### config.mk
export PLATFORM = sky130hd
export DESIGN_NAME = ccm_share_arb
export DESIGN_NICKNAME = d
export VERILOG_FILES = /design/src/rtl/ccm_pkg.sv /design/src/rtl/ccm_rr_pick.sv /design/src/rtl/online_ccm_122.sv /design/src/rtl/ccm_share_arb.sv
export SDC_FILE = /design/constraint.sdc
export NUM_CORES = 1
export LEC_CHECK = 0
export CORE_UTILIZATION = 38
export CTS_BUF_LIST = sky130_fd_sc_hd__clkbuf_8
export CTS_CLUSTER_SIZE = 25
export DETAILED_ROUTE_END_ITERATION = 8
export DONT_BUFFER_PORTS = 1
export GPL_TIMING_DRIVEN = 0
export PLACE_DENSITY = 0.65
export RECOVER_POWER = 100
export SLEW_MARGIN = 40
export SYNTH_ARGS = -nofsm -noshare
export SYNTH_HDL_FRONTEND = slang
export SYNTH_SLANG_ARGS = --single-unit
export TNS_END_PERCENT = 1
### constraint.sdc
create_clock -name clk -period 3.5 [get_ports clk]
set_clock_uncertainty 0.05 [all_clocks]
set_input_delay 1.05 -clock clk [delete_from_list [all_inputs] [get_ports clk]]
set_output_delay 1.05 -clock clk [all_outputs]
set_load 0.02 [all_outputs]
### src/rtl/ccm_pkg.sv
// rtl/ccm_pkg.sv - shared widths, coefficient shifts and helpers for the x122 CCM arbiter
package ccm_pkg;

  localparam int CCM_STAGE_DEF = 4;

  // 122 = 2^7 - 2^2 - 2^1
  localparam int CCM_SH_A = 7;
  localparam int CCM_SH_B = 2;
  localparam int CCM_SH_C = 1;

  function automatic int ccm_wl(input int stage);
    return 2 * stage;
  endfunction

  function automatic int ccm_ow(input int stage);
    return 2 * (stage + 8);
  endfunction

  function automatic int ccm_clog2(input int n);
    int r;
    r = 0;
    while ((1 << r) < n) r = r + 1;
    return r;
  endfunction

endpackage

### src/rtl/ccm_rr_pick.sv
// rtl/ccm_rr_pick.sv - combinational rotate-priority picker starting at ptr_i
module ccm_rr_pick
  import ccm_pkg::*;
#(
  parameter  int NREQ = 4,
  localparam int IW   = ccm_clog2(NREQ)
) (
  input  logic [NREQ-1:0] req_i,
  input  logic [IW-1:0]   ptr_i,
  output logic [NREQ-1:0] gnt_o,
  output logic [IW-1:0]   winner_o,
  output logic            any_o
);

  always_comb begin
    int          idx;
    logic [IW-1:0] sel;
    logic        found;
    idx      = 0;
    sel      = '0;
    found    = 1'b0;
    gnt_o    = '0;
    winner_o = '0;
    for (int k = 0; k < NREQ; k++) begin
      idx = (int'(ptr_i) + k) % NREQ;
      sel = IW'(idx);
      if (!found && req_i[sel]) begin
        found      = 1'b1;
        winner_o   = sel;
        gnt_o[sel] = 1'b1;
      end
    end
    any_o = found;
  end

endmodule

### src/rtl/online_ccm_122.sv
// rtl/online_ccm_122.sv - x122 constant multiplier on signed-digit operands, digit j = {plus, minus} at [2j+1:2j]
module online_ccm_122
  import ccm_pkg::*;
#(
  parameter  int STAGE = CCM_STAGE_DEF,
  localparam int WL    = ccm_wl(STAGE),
  localparam int OW    = ccm_ow(STAGE),
  localparam int HW    = OW / 2
) (
  input  logic [WL-1:0] x_i,
  output logic [OW-1:0] p_o
);

  logic [STAGE-1:0] xp, xn;
  logic [HW-1:0]    pos, neg;

  always_comb begin
    xp = '0;
    xn = '0;
    for (int j = 0; j < STAGE; j++) begin
      xp[j] = x_i[2*j+1];
      xn[j] = x_i[2*j];
    end
    // Result stays redundant: plus and minus halves are never subtracted
    pos = (HW'(xp) << CCM_SH_A) + (HW'(xn) << CCM_SH_B) + (HW'(xn) << CCM_SH_C);
    neg = (HW'(xn) << CCM_SH_A) + (HW'(xp) << CCM_SH_B) + (HW'(xp) << CCM_SH_C);
    p_o = '0;
    for (int j = 0; j < HW; j++) begin
      p_o[2*j+1] = pos[j];
      p_o[2*j]   = neg[j];
    end
  end

endmodule

### src/rtl/ccm_share_arb.sv
// rtl/ccm_share_arb.sv - round-robin sharing of one x122 CCM among NREQ requesters; CCM_ARB_STATS_EN adds grant counters
module ccm_share_arb
  import ccm_pkg::*;
#(
  parameter  int STAGE = CCM_STAGE_DEF,
  parameter  int NREQ  = 4,
  parameter  int LAT   = 2,
  localparam int WL    = ccm_wl(STAGE),
  localparam int OW    = ccm_ow(STAGE),
  localparam int IW    = ccm_clog2(NREQ)
) (
  input  logic             clk,
  input  logic             rst_n,
  input  logic             flush,
  input  logic [NREQ-1:0]  req,
  input  logic [NREQ*WL-1:0] req_data,
  output logic [NREQ-1:0]  gnt,
  output logic             resp_valid,
  output logic [IW-1:0]    resp_id,
  output logic [OW-1:0]    resp_data
`ifdef CCM_ARB_STATS_EN
  ,
  output logic [31:0]      stat_busy,
  output logic [NREQ*16-1:0] stat_gnt
`endif
);

  logic [NREQ-1:0] pick_gnt;
  logic [IW-1:0]   winner;
  logic            pick_any;
  logic            take;
  logic [IW-1:0]   ptr_q, ptr_d;
  logic [WL-1:0]   op_q;
  logic [IW-1:0]   id_q;
  logic            v1_q;
  logic [OW-1:0]   prod;
  logic [OW-1:0]   rd_q  [LAT-1];
  logic [IW-1:0]   rid_q [LAT-1];
  logic [LAT-2:0]  rv_q;

  ccm_rr_pick #(.NREQ(NREQ)) u_pick (
    .req_i    (req),
    .ptr_i    (ptr_q),
    .gnt_o    (pick_gnt),
    .winner_o (winner),
    .any_o    (pick_any)
  );

  online_ccm_122 #(.STAGE(STAGE)) u_ccm (
    .x_i (op_q),
    .p_o (prod)
  );

  always_comb begin
    take  = rst_n && !flush && pick_any;
    gnt   = take ? pick_gnt : '0;
    ptr_d = ptr_q;
    if (take) ptr_d = (winner == IW'(NREQ-1)) ? '0 : winner + 1'b1;
  end

  always_ff @(posedge clk) begin
    if (!rst_n) begin
      ptr_q <= '0;
      op_q  <= '0;
      id_q  <= '0;
      v1_q  <= 1'b0;
      rv_q  <= '0;
      for (int i = 0; i < LAT-1; i++) begin
        rd_q[i]  <= '0;
        rid_q[i] <= '0;
      end
    end else begin
      ptr_q <= ptr_d;
      v1_q  <= take;
      if (take) begin
        op_q <= req_data[winner*WL +: WL];
        id_q <= winner;
      end
      // Data only moves with a valid tag so resp_data holds between products
      rv_q[0] <= v1_q && !flush;
      if (v1_q) begin
        rd_q[0]  <= prod;
        rid_q[0] <= id_q;
      end
      for (int i = 1; i < LAT-1; i++) begin
        rv_q[i] <= rv_q[i-1] && !flush;
        if (rv_q[i-1]) begin
          rd_q[i]  <= rd_q[i-1];
          rid_q[i] <= rid_q[i-1];
        end
      end
    end
  end

  assign resp_valid = rst_n && rv_q[LAT-2];
  assign resp_id    = rst_n ? rid_q[LAT-2] : '0;
  assign resp_data  = rst_n ? rd_q[LAT-2] : '0;

`ifdef CCM_ARB_STATS_EN
  logic [31:0] busy_q;
  logic [15:0] cnt_q [NREQ];

  always_ff @(posedge clk) begin
    if (!rst_n || flush) begin
      busy_q <= '0;
      for (int i = 0; i < NREQ; i++) cnt_q[i] <= '0;
    end else begin
      if (take && busy_q != '1) busy_q <= busy_q + 1'b1;
      for (int i = 0; i < NREQ; i++) begin
        if (gnt[i] && cnt_q[i] != '1) cnt_q[i] <= cnt_q[i] + 1'b1;
      end
    end
  end

  always_comb begin
    stat_busy = busy_q;
    stat_gnt  = '0;
    for (int i = 0; i < NREQ; i++) stat_gnt[i*16 +: 16] = cnt_q[i];
  end
`endif

endmodule

==> results.json, run 1 <==
{
  "max_freq_mhz": 284,
  "clock_power_share_pct": 17.9,
  "cts_root_buffer": "clkbuf_8",
  "cts_max_level": 2,
  "ys_types": 51,
  "highest_layer": "met4",
  "holdWs_ns": 0.404,
  "yosys_warnings": 0,
  "diodes": 0,
  "layout_commonest_cell": "nor2_1",
  "synth-edff-count": 20,
  "seq_area_um2": 888,
  "hold_violations": 0,
  "worst_slack_ns": -0.0157,
  "worstPathArrival_ns": 2.42,
  "combPwrFrac_pct": 47.7,
  "clockBufferDepth": 2,
  "syn_avg_cell_area_um2": 9.32,
  "async_flop_share_pct": 0,
  "slowest_delay_ns": 0.52,
  "drv_slew": 0,
  "synthFlopType": "edfxtp_1",
  "grt_pass1_wl_um": 9360,
  "synth_top_area_cell": "edfxtp_1",
  "cp.depth": 6,
  "ir_worst_vdd_v": 0.000232,
  "ys_top_cells_by_area": "edfxtp_1 23%, dfxtp_1 11%, ha_1 9.2%, mux2i_1 6.2%, and2_1 5.1%",
  "setup_viol": 3,
  "synth_area_mm2": 0.00257,
  "drive_gt1_share_pct": 15.8,
  "path_cells": "clkbuf_16 > mux4_2 > buf_6 > a221o_1 > o21ai_1 > a21oi_2",
  "drc": 10,
  "cap_violations": 0,
  "grt_pass1_vias": 1935,
  "fp-row-count": 29,
  "wl_met2_um": 2760,
  "min_path_cells": 2,
  "fillers": 641,
  "drtAntennaViolNets": 0,
  "track_usage_pct": 16.6,
  "worstSetupEndpointType": "output port",
  "die_y_um": 84.3,
  "wl_per_cell_um": 15.7,
  "port_buffers": 0,
  "violations": "design-rule violations, negative setup slack",
  "wl_met1_um": 2690,
  "start_util_pct": 40.0,
  "critPathMaxFanout": 6,
  "final_cell_mix": "26 x nor2_1, 23 x nand2_1, 21 x and2_1, 20 x edfxtp_1",
  "switchingPower_uw": 588,
  "core_area_mm2": 0.00642,
  "min_period_ns": 3.52,
  "synth_seq_cells": 34,
  "rsz0062_at_grt": "yes",
  "wl_met3_um": 373,
  "die_w_um": 84.3,
  "post-route-period-util_pct": 100,
  "grt_max_degree": 21,
  "slew_headroom_pct": 38.0,
  "clkSinkCount": 34,
  "cts_tree": "built",
  "critPathTopFamily": "compound AO/OA/AOI/OAI gates",
  "gp_congestion": 0.755,
  "numCtsBuffers": 5,
  "clkTransAtPathRegs_ns": 0.06,
  "p_leak_uw": 0.00125,
  "cp.required_ns": 2.40,
  "reg2reg_depth": 13,
  "start_kind": "input pin",
  "p_int_uw": 930,
  "post-route-util_pct": 46.0,
  "reg2reg_slack_ns": 0.57,
  "clkLatencyLatePin_ns": 0.29,
  "antenna_found_initial": 0,
  "gr-total-overflow": 0,
  "vias": 2070,
  "nets": 357,
  "synth.top_cell.area_share_pct": 23.4,
  "hold_class": "reg -> reg",
  "via_per_inst": 5.52,
  "first_iter_violations": 70,
  "ios": 70,
  "slowest_stage": "mux4_2",
  "dr.pass1.iters": 6,
  "worstSetupPathType": "in -> out",
  "routed_wl_um": 5880,
  "die-area_mm2": 0.00710,
  "outcome": "complete, but fails checks",
  "powerDensity_mw_per_mm2": 514,
  "synth_seq_area_share_pct": 34.3,
  "hpwl_um": 4310,
  "power_frac_seq_pct": 34.4,
  "critical_path_buf_inv_count": 2,
  "synthCells": 276,
  "swShare_pct": 38.7,
  "area_growth_syn_to_layout_pct": 14.8,
  "multi_input_area_mm2": 0.00159,
  "worstMarginPinSlew_ns": 0.929
}
cells by family (layout without fill, tap and decap cells):
family          count (synthesis)  after routing  share of synthesized area [%]
simple gates                  107            107                           22.1
compound gates                 55             55                           15.9
flops                          34             34                           34.3
buf+inv                        34             53                           6.42
fa+ha+maj                      21             21                           10.8
mux                            20             20                           8.95
xor+xnor                        4              4                           1.36
other cells                     1              4                          0.146
timing repair:
action / in CTS / in global routing
endpoints found under the setup margin: 4 / 4
hold buffers: 0 / 0
pin swaps: 1 / 6
buffers inserted: 6 / 7
resized for setup: 14 / 6
area by class of cell:
cell class / instances / share of cell area, %
multi-input cells: 211 / 53.9
inverters: 14 / 2.20
clock inverters: 3 / 0.381
well taps: 77 / 3.26
plain buffers: 18 / 4.45
clock buffers: 5 / 2.33
flip-flops and latches: 34 / 30.1
repair buffers: 13 / 3.43
sequential cells by signal, summed over array words and instances, names as in the netlist:
name,count
rd_q,18
v1_q,1
ptr_q,2
id_q,2
rid_q,2
rv_q,1
op_q,8
per-layer routing:
layer | vias to the layer above | global-route usage (%)
met5 | - | 0
met1 | 963 | 21.8
li1 | 1037 | -
met3 | 6 | 4.62
met2 | 64 | 27.0
met4 | 0 | 4.23
through the flow:
step	instances	total power [µW]	setup slack (ns)	cell area [µm²]	TNS, ns
floorplan	279	1030	-0.0442	2610	-0.177
global placement	356	1150	-0.435	2710	-1.73
detailed placement	356	1160	-0.441	2710	-1.75
CTS	369	1480	-0.0338	2880	-0.111
global route	375	1620	-0.0570	2950	-0.164
finish	375	1520	-0.0157	2950	-0.0374
tightest hold or removal path: cells and delay by family, from the launching register on:
kind             cells  cell delay (ns)
flip-flops           1             0.31
AND/OR/NAND/NOR      2             0.11
worst paths after layout:
kind	endpoint	startpoint
worst min register to register	id_q[1]	id_q[1]
worst max-delay path	gnt[3]	req[1]
worst max register to register	ptr_q[0]	ptr_q[0]
worst min-delay path	id_q[1]	id_q[1]
power by group through the flow:
stage	combinational (µW)	clock [µW]	sequential [µW]
2_1_floorplan	514	0	518
3_3_place_gp	613	0	533
3_5_place_dp	627	0	536
4_1_cts	677	275	527
5_1_grt	796	294	529
6_report	724	272	522
synthesized netlist by cell type (4+ instances only):
| cell type | count |
|---|---|
| o21ai_0 | 8 |
| nor2b_1 | 4 |
| dfxtp_1 | 14 |
| a221o_1 | 4 |
| mux2i_1 | 16 |
| nand2b_1 | 4 |
| nand2_1 | 23 |
| o221ai_1 | 13 |
| buf_4 | 6 |
| nand3_1 | 4 |
| or3_1 | 6 |
| inv_1 | 13 |
| ha_1 | 19 |
| a21o_1 | 6 |
| and3_1 | 9 |
| and2_1 | 21 |
| clkbuf_1 | 11 |
| a21oi_1 | 10 |
| edfxtp_1 | 20 |
| nor2_1 | 26 |
No activity file was read; power rests on OpenSTA's default activity.
==> run 2, diff against run 1 <==
CELL_PAD_IN_SITES_DETAIL_PLACEMENT = 1   (was default)
CELL_PAD_IN_SITES_GLOBAL_PLACEMENT = 1   (was default)
PLACE_DENSITY = 0.79   (was 0.65)
==> run 2 against run 1 <==
The run still ends with design-rule violations, negative setup slack left. Worst hold slack improved by 0.0015 ns. Sequential cell count unchanged. Global-route usage increased by 2.1 points. Design area about the same. Non-clock buffer count decreased by 4. Routed wire length increased by 15%. Core utilization about the same. Critical path type unchanged. Largest cell class unchanged.
==> results.json, run 2 (synthesized netlist as in run 1, its figures left out) <==
{
  "outcome": "complete, but fails checks",
  "violations": "design-rule violations, negative setup slack",
  "start_kind": "input pin",
  "final_cell_mix": "26 x nor2_1, 23 x nand2_1, 21 x and2_1, 20 x edfxtp_1, 18 x ha_1",
  "setup_tns_ns": -0.0713,
  "wl_per_cell_um": 18.3,
  "hold_class": "reg -> reg",
  "highest_layer": "met4",
  "rsz0062_at_grt": "yes",
  "max_freq_mhz": 283,
  "clkSinkCount": 34,
  "cts_tree": "built",
  "largest_registers": "rd_q: 18 flops, op_q: 8 flops",
  "via_per_inst": 5.63,
  "cts_max_level": 2,
  "drc": 12,
  "cap_violations": 0,
  "fp-row-count": 29,
  "wl_met1_um": 2920,
  "antenna_found_initial": 0,
  "diodes": 0,
  "worstSetupEndpointType": "output port",
  "gp_congestion": 0.777,
  "first_iter_violations": 73,
  "hold_violations": 0,
  "core_area_mm2": 0.00642,
  "dr.pass1.iters": 6,
  "drive_gt1_share_pct": 16.0,
  "grt_pass1_wl_um": 10600,
  "start_util_pct": 40.0,
  "placed_cell_area_mm2": 0.00272,
  "clkLatencyLatePin_ns": 0.28,
  "worst_slack_ns": -0.0332,
  "critPathMaxFanout": 7,
  "die_w_um": 84.3,
  "min_period_ns": 3.53,
  "fillers": 728,
  "cp.required_ns": 2.40,
  "hpwl_um": 5110,
  "port_buffers": 0,
  "vias": 2087,
  "routed_wl_um": 6770,
  "total_power_uw": 1530,
  "post-route-period-util_pct": 101,
  "layout_commonest_cell": "nor2_1",
  "cts_hold_buf": 0,
  "grt_pass1_vias": 2163,
  "slew_headroom_pct": 52.6,
  "cts_root_buffer": "clkbuf_8",
  "setup_viol": 4,
  "numCtsBuffers": 5,
  "worstMarginPinSlew_ns": 0.697,
  "drtAntennaViolNets": 0,
  "p_leak_uw": 0.00124,
  "worstPathArrival_ns": 2.43,
  "clkTransAtPathRegs_ns": 0.07,
  "largest_reg_flops": 18,
  "worstSetupPathType": "in -> out",
  "nets": 353,
  "wl_met2_um": 3440,
  "drv_slew": 0,
  "ios": 70,
  "fin_area_mm2": 0.00295,
  "top_register": "rd_q",
  "ir_worst_vdd_v": 0.000206,
  "die_y_um": 84.3,
  "die-area_mm2": 0.00710,
  "grt_max_degree": 16,
  "holdWs_ns": 0.405,
  "gr-total-overflow": 0,
  "area_growth_syn_to_layout_pct": 14.9,
  "post-route-util_pct": 46.0,
  "wl_met3_um": 326,
  "clockBufferDepth": 2,
  "track_usage_pct": 18.7,
  "powerDensity_mw_per_mm2": 519
}
-- run 2: cell count changes in the layout (fill, tap and decap cells not counted), sizes merged --
cell | previous run | this run
buf | 22 | 16
clkbuf | 14 | 16
clkinv | 4 | 3
inv | 13 | 14
-- run 2: what timing repair did --
item,CTS,global route
setup endpoints to repair,6,6
endpoints found under the hold margin,0,0
pin swaps,1,7
setup buffers,4,4
gates resized for setup,14,12
-- run 2: final cells by class --
cell class / count / area (µm²) / share of cell area, %
plain buffers: 18 / 139 / 4.70
flip-flops and latches: 34 / 888 / 30.1
multi-input cells: 211 / 1620 / 54.7
inverters: 14 / 65.1 / 2.20
well taps: 77 / 96.3 / 3.26
clock inverters: 3 / 12.5 / 0.424
repair buffers: 9 / 67.6 / 2.29
clock buffers: 5 / 68.8 / 2.33
-- run 2: critical path, cell delays in order --
cell	delay [ns]
clkbuf_16	0.13
mux4_2	0.51
nor2b_4	0.23
a221o_1	0.21
o21ai_2	0.08
a21oi_4	0.22
-- run 2: through the flow --
| step | cells | setup WS [ns] |
|---|---|---|
| after floorplan | 279 | -0.0442 |
| after global placement | 356 | -0.452 |
| after detailed placement | 357 | -0.500 |
| after CTS | 368 | -0.0523 |
| after global routing | 371 | -0.0746 |
| final | 371 | -0.0332 |
-- run 2: metal layers --
metal / GRT usage, % / vias to the layer above
li1: - / 1021
met1: 22.1 / 1010
met2: 34.0 / 48
met3: 4.42 / 8
met4: 5.02 / 0
met5: 0 / -
-- run 2: worst paths after layout --
| check | from | endpoint | slack (ns) | cells past startpoint |
|---|---|---|---|---|
| max reg2reg | ptr_q[0] | ptr_q[0] | 0.56 | 13 |
| min | id_q[1] | id_q[1] | 0.41 | 2 |
| max | req[1] | gnt[1] | -0.03 | 6 |
| min reg2reg | id_q[1] | id_q[1] | 0.41 | 2 |
-- run 2: report_power, final --
part           internal (µW)  switching [µW]  leakage (µW)
sequential               477            50.9      0.000330
clock                    134             138     0.0000468
combinational            313             420      0.000865
total                    924             609       0.00124
==> run 3, diff against run 2 <==
CAP_MARGIN = 20   (was default)
==> results of run 3 <==
Same layout as run 2: the final DEF is identical, and so are final timing and power.
==> edit, RTL diff (config.mk and constraints of run 3) <==
The option `CCM_ARB_STATS_EN` is turned on by a define.
--- a/src/rtl/ccm_share_arb.sv
+++ b/src/rtl/ccm_share_arb.sv
@@ -1,4 +1,6 @@
 // rtl/ccm_share_arb.sv - round-robin sharing of one x122 CCM among NREQ requesters; CCM_ARB_STATS_EN adds grant counters
+`define CCM_ARB_STATS_EN
+
 module ccm_share_arb
   import ccm_pkg::*;
 #(
Function (old outputs only; new: stat_busy and stat_gnt): kept (Yosys induction, for registers that start in step).
==> edit against run 3 <==
The run ends with negative setup slack left; global-route usage up 0.097 points; synthesized area grew to 2.8 times the old value; routed wire length rose to 2.7 times the old value; sequential cell count grew 96; synthesized cell count grew to 2.6 times the old value; register-to-register slack lost 0.36 ns; power grew to 3.1 times the old value; design area rose to 2.8 times the old value; worst setup slack lost 0.13 ns; maximum frequency down 3.6%; count of clock-buffer cells in the layout up 12; cell count grew to 2.7 times the old value; critical endpoint is now gnt[0].
==> edit: results (changes against run 3) <==
| Metric | Value |
|---|---|
| Outcome | `finished with violations` |
| Failing checks | `negative setup slack` |
| Rows | `50 (+72%)` |
| Hold path startpoint | `id_q[0]$_SDFFE_PN0P_` |
| Multi-input comb cells | `531 (+150%)` |
| Finished Layout Cells | `1007 (+170%)` |
| Fin nets | `825 (+130%)` |
| Layout cell share with drive strength beyond 1 | `0.1332 (-0.02662)` |
| Post-CTS Setup Inserts | `12 (+8)` |
| TritonCTS Buffers | `17 (+12)` |
| Peak VDD IR | `0.0002271 V (+10%)` |
| H-Tree Depth | `4 (+2)` |
| Clk Latency, worst-skew pair | `0.44 ns (+0.16 ns)` |
| Post-route setup TNS | `-0.6944 ns (-0.6232 ns)` |
| Post-Synth XOR/XNOR Area | `0.09080 (+0.07717)` |
| Final WS setup | `-0.1662 ns (-0.1330 ns)` |
| Vias per cell | `5.376 (-4.4%)` |
| Clock Network Area Fraction | `0.04726 (+0.01973)` |
| Hold EP | `id_q[0]$_SDFFE_PN0P_` |
| Gpl congestion | `0.7907 (+1.8%)` |
| Synth cell types | `56 (+9.8%)` |
| NonClk Buf Share | `0.04040 (-0.02949)` |
| Synth top area cells | `edfxtp_1 35%, dfxtp_1 13%, nor2_1 6.0%, xor2_1 5.1%, ha_1 4.2%` |
| Adder-Cell Fraction of Synth Area | `0.04704 (-0.06099)` |
| Worst setup path startpoint | `ptr_q[0]$_SDFFE_PN0P_` |
| Initial DRC count | `170 (+130%)` |
| Register area share after synthesis | `0.4760 (+0.1334)` |
| Number of global-route vias before repair | `5438 (+150%)` |
| Inverters excl. clock | `33 (+19)` |
| Worst R2R Path Depth | `12 (-1)` |
| Largest net degree at the start of global routing | `21 (+5)` |
| Final Setup Violations | `6 (+2)` |
| Hold Slack | `0.4166 ns (+0.01130 ns)` |
| Multi-input logic area | `0.003617 mm2 (+120%)` |
| Top cells by count, synth | `116 x nor2_1, 84 x edfxtp_1, 50 x nand2_1` |
| Placed instance area | `0.007564 mm2 (+180%)` |
| Setup slack, reg-to-reg | `0.20 ns (-0.36 ns)` |
| CTS sink cnt | `130 (+280%)` |
| Utilization after layout | `0.4388 (-0.02117)` |
[edit: cell count changes in the layout (fill, tap and decap cells not counted), sizes merged, moves of 10 or more]
cell and change:
nand3 +39, xnor2 +31, inv +23, and3 +12
a21oi +10, o221ai -11, dfxtp +32, buf +18
clkbuf +14, nor2 +89, edfxtp +64, nand2 +26
xor2 +40
[edit: report_power, final]
group / switching [uW] / leakage [uW] / internal [uW]
Sequential: 304 / 0.00130 / 1830
Combinational: 722 / 0.00149 / 544
Clock: 600 / 0.000205 / 687
Total: 1630 / 0.00300 / 3060
[edit: metal layers]
layer | global-route usage | up-vias | wire, um
met5 | 0 | - | 0
met4 | 0.04338 | 0 | 173
met3 | 0.07658 | 14 | 1240
met2 | 0.3142 | 117 | 8878
met1 | 0.2261 | 2670 | 7824
li1 | - | 2613 | -
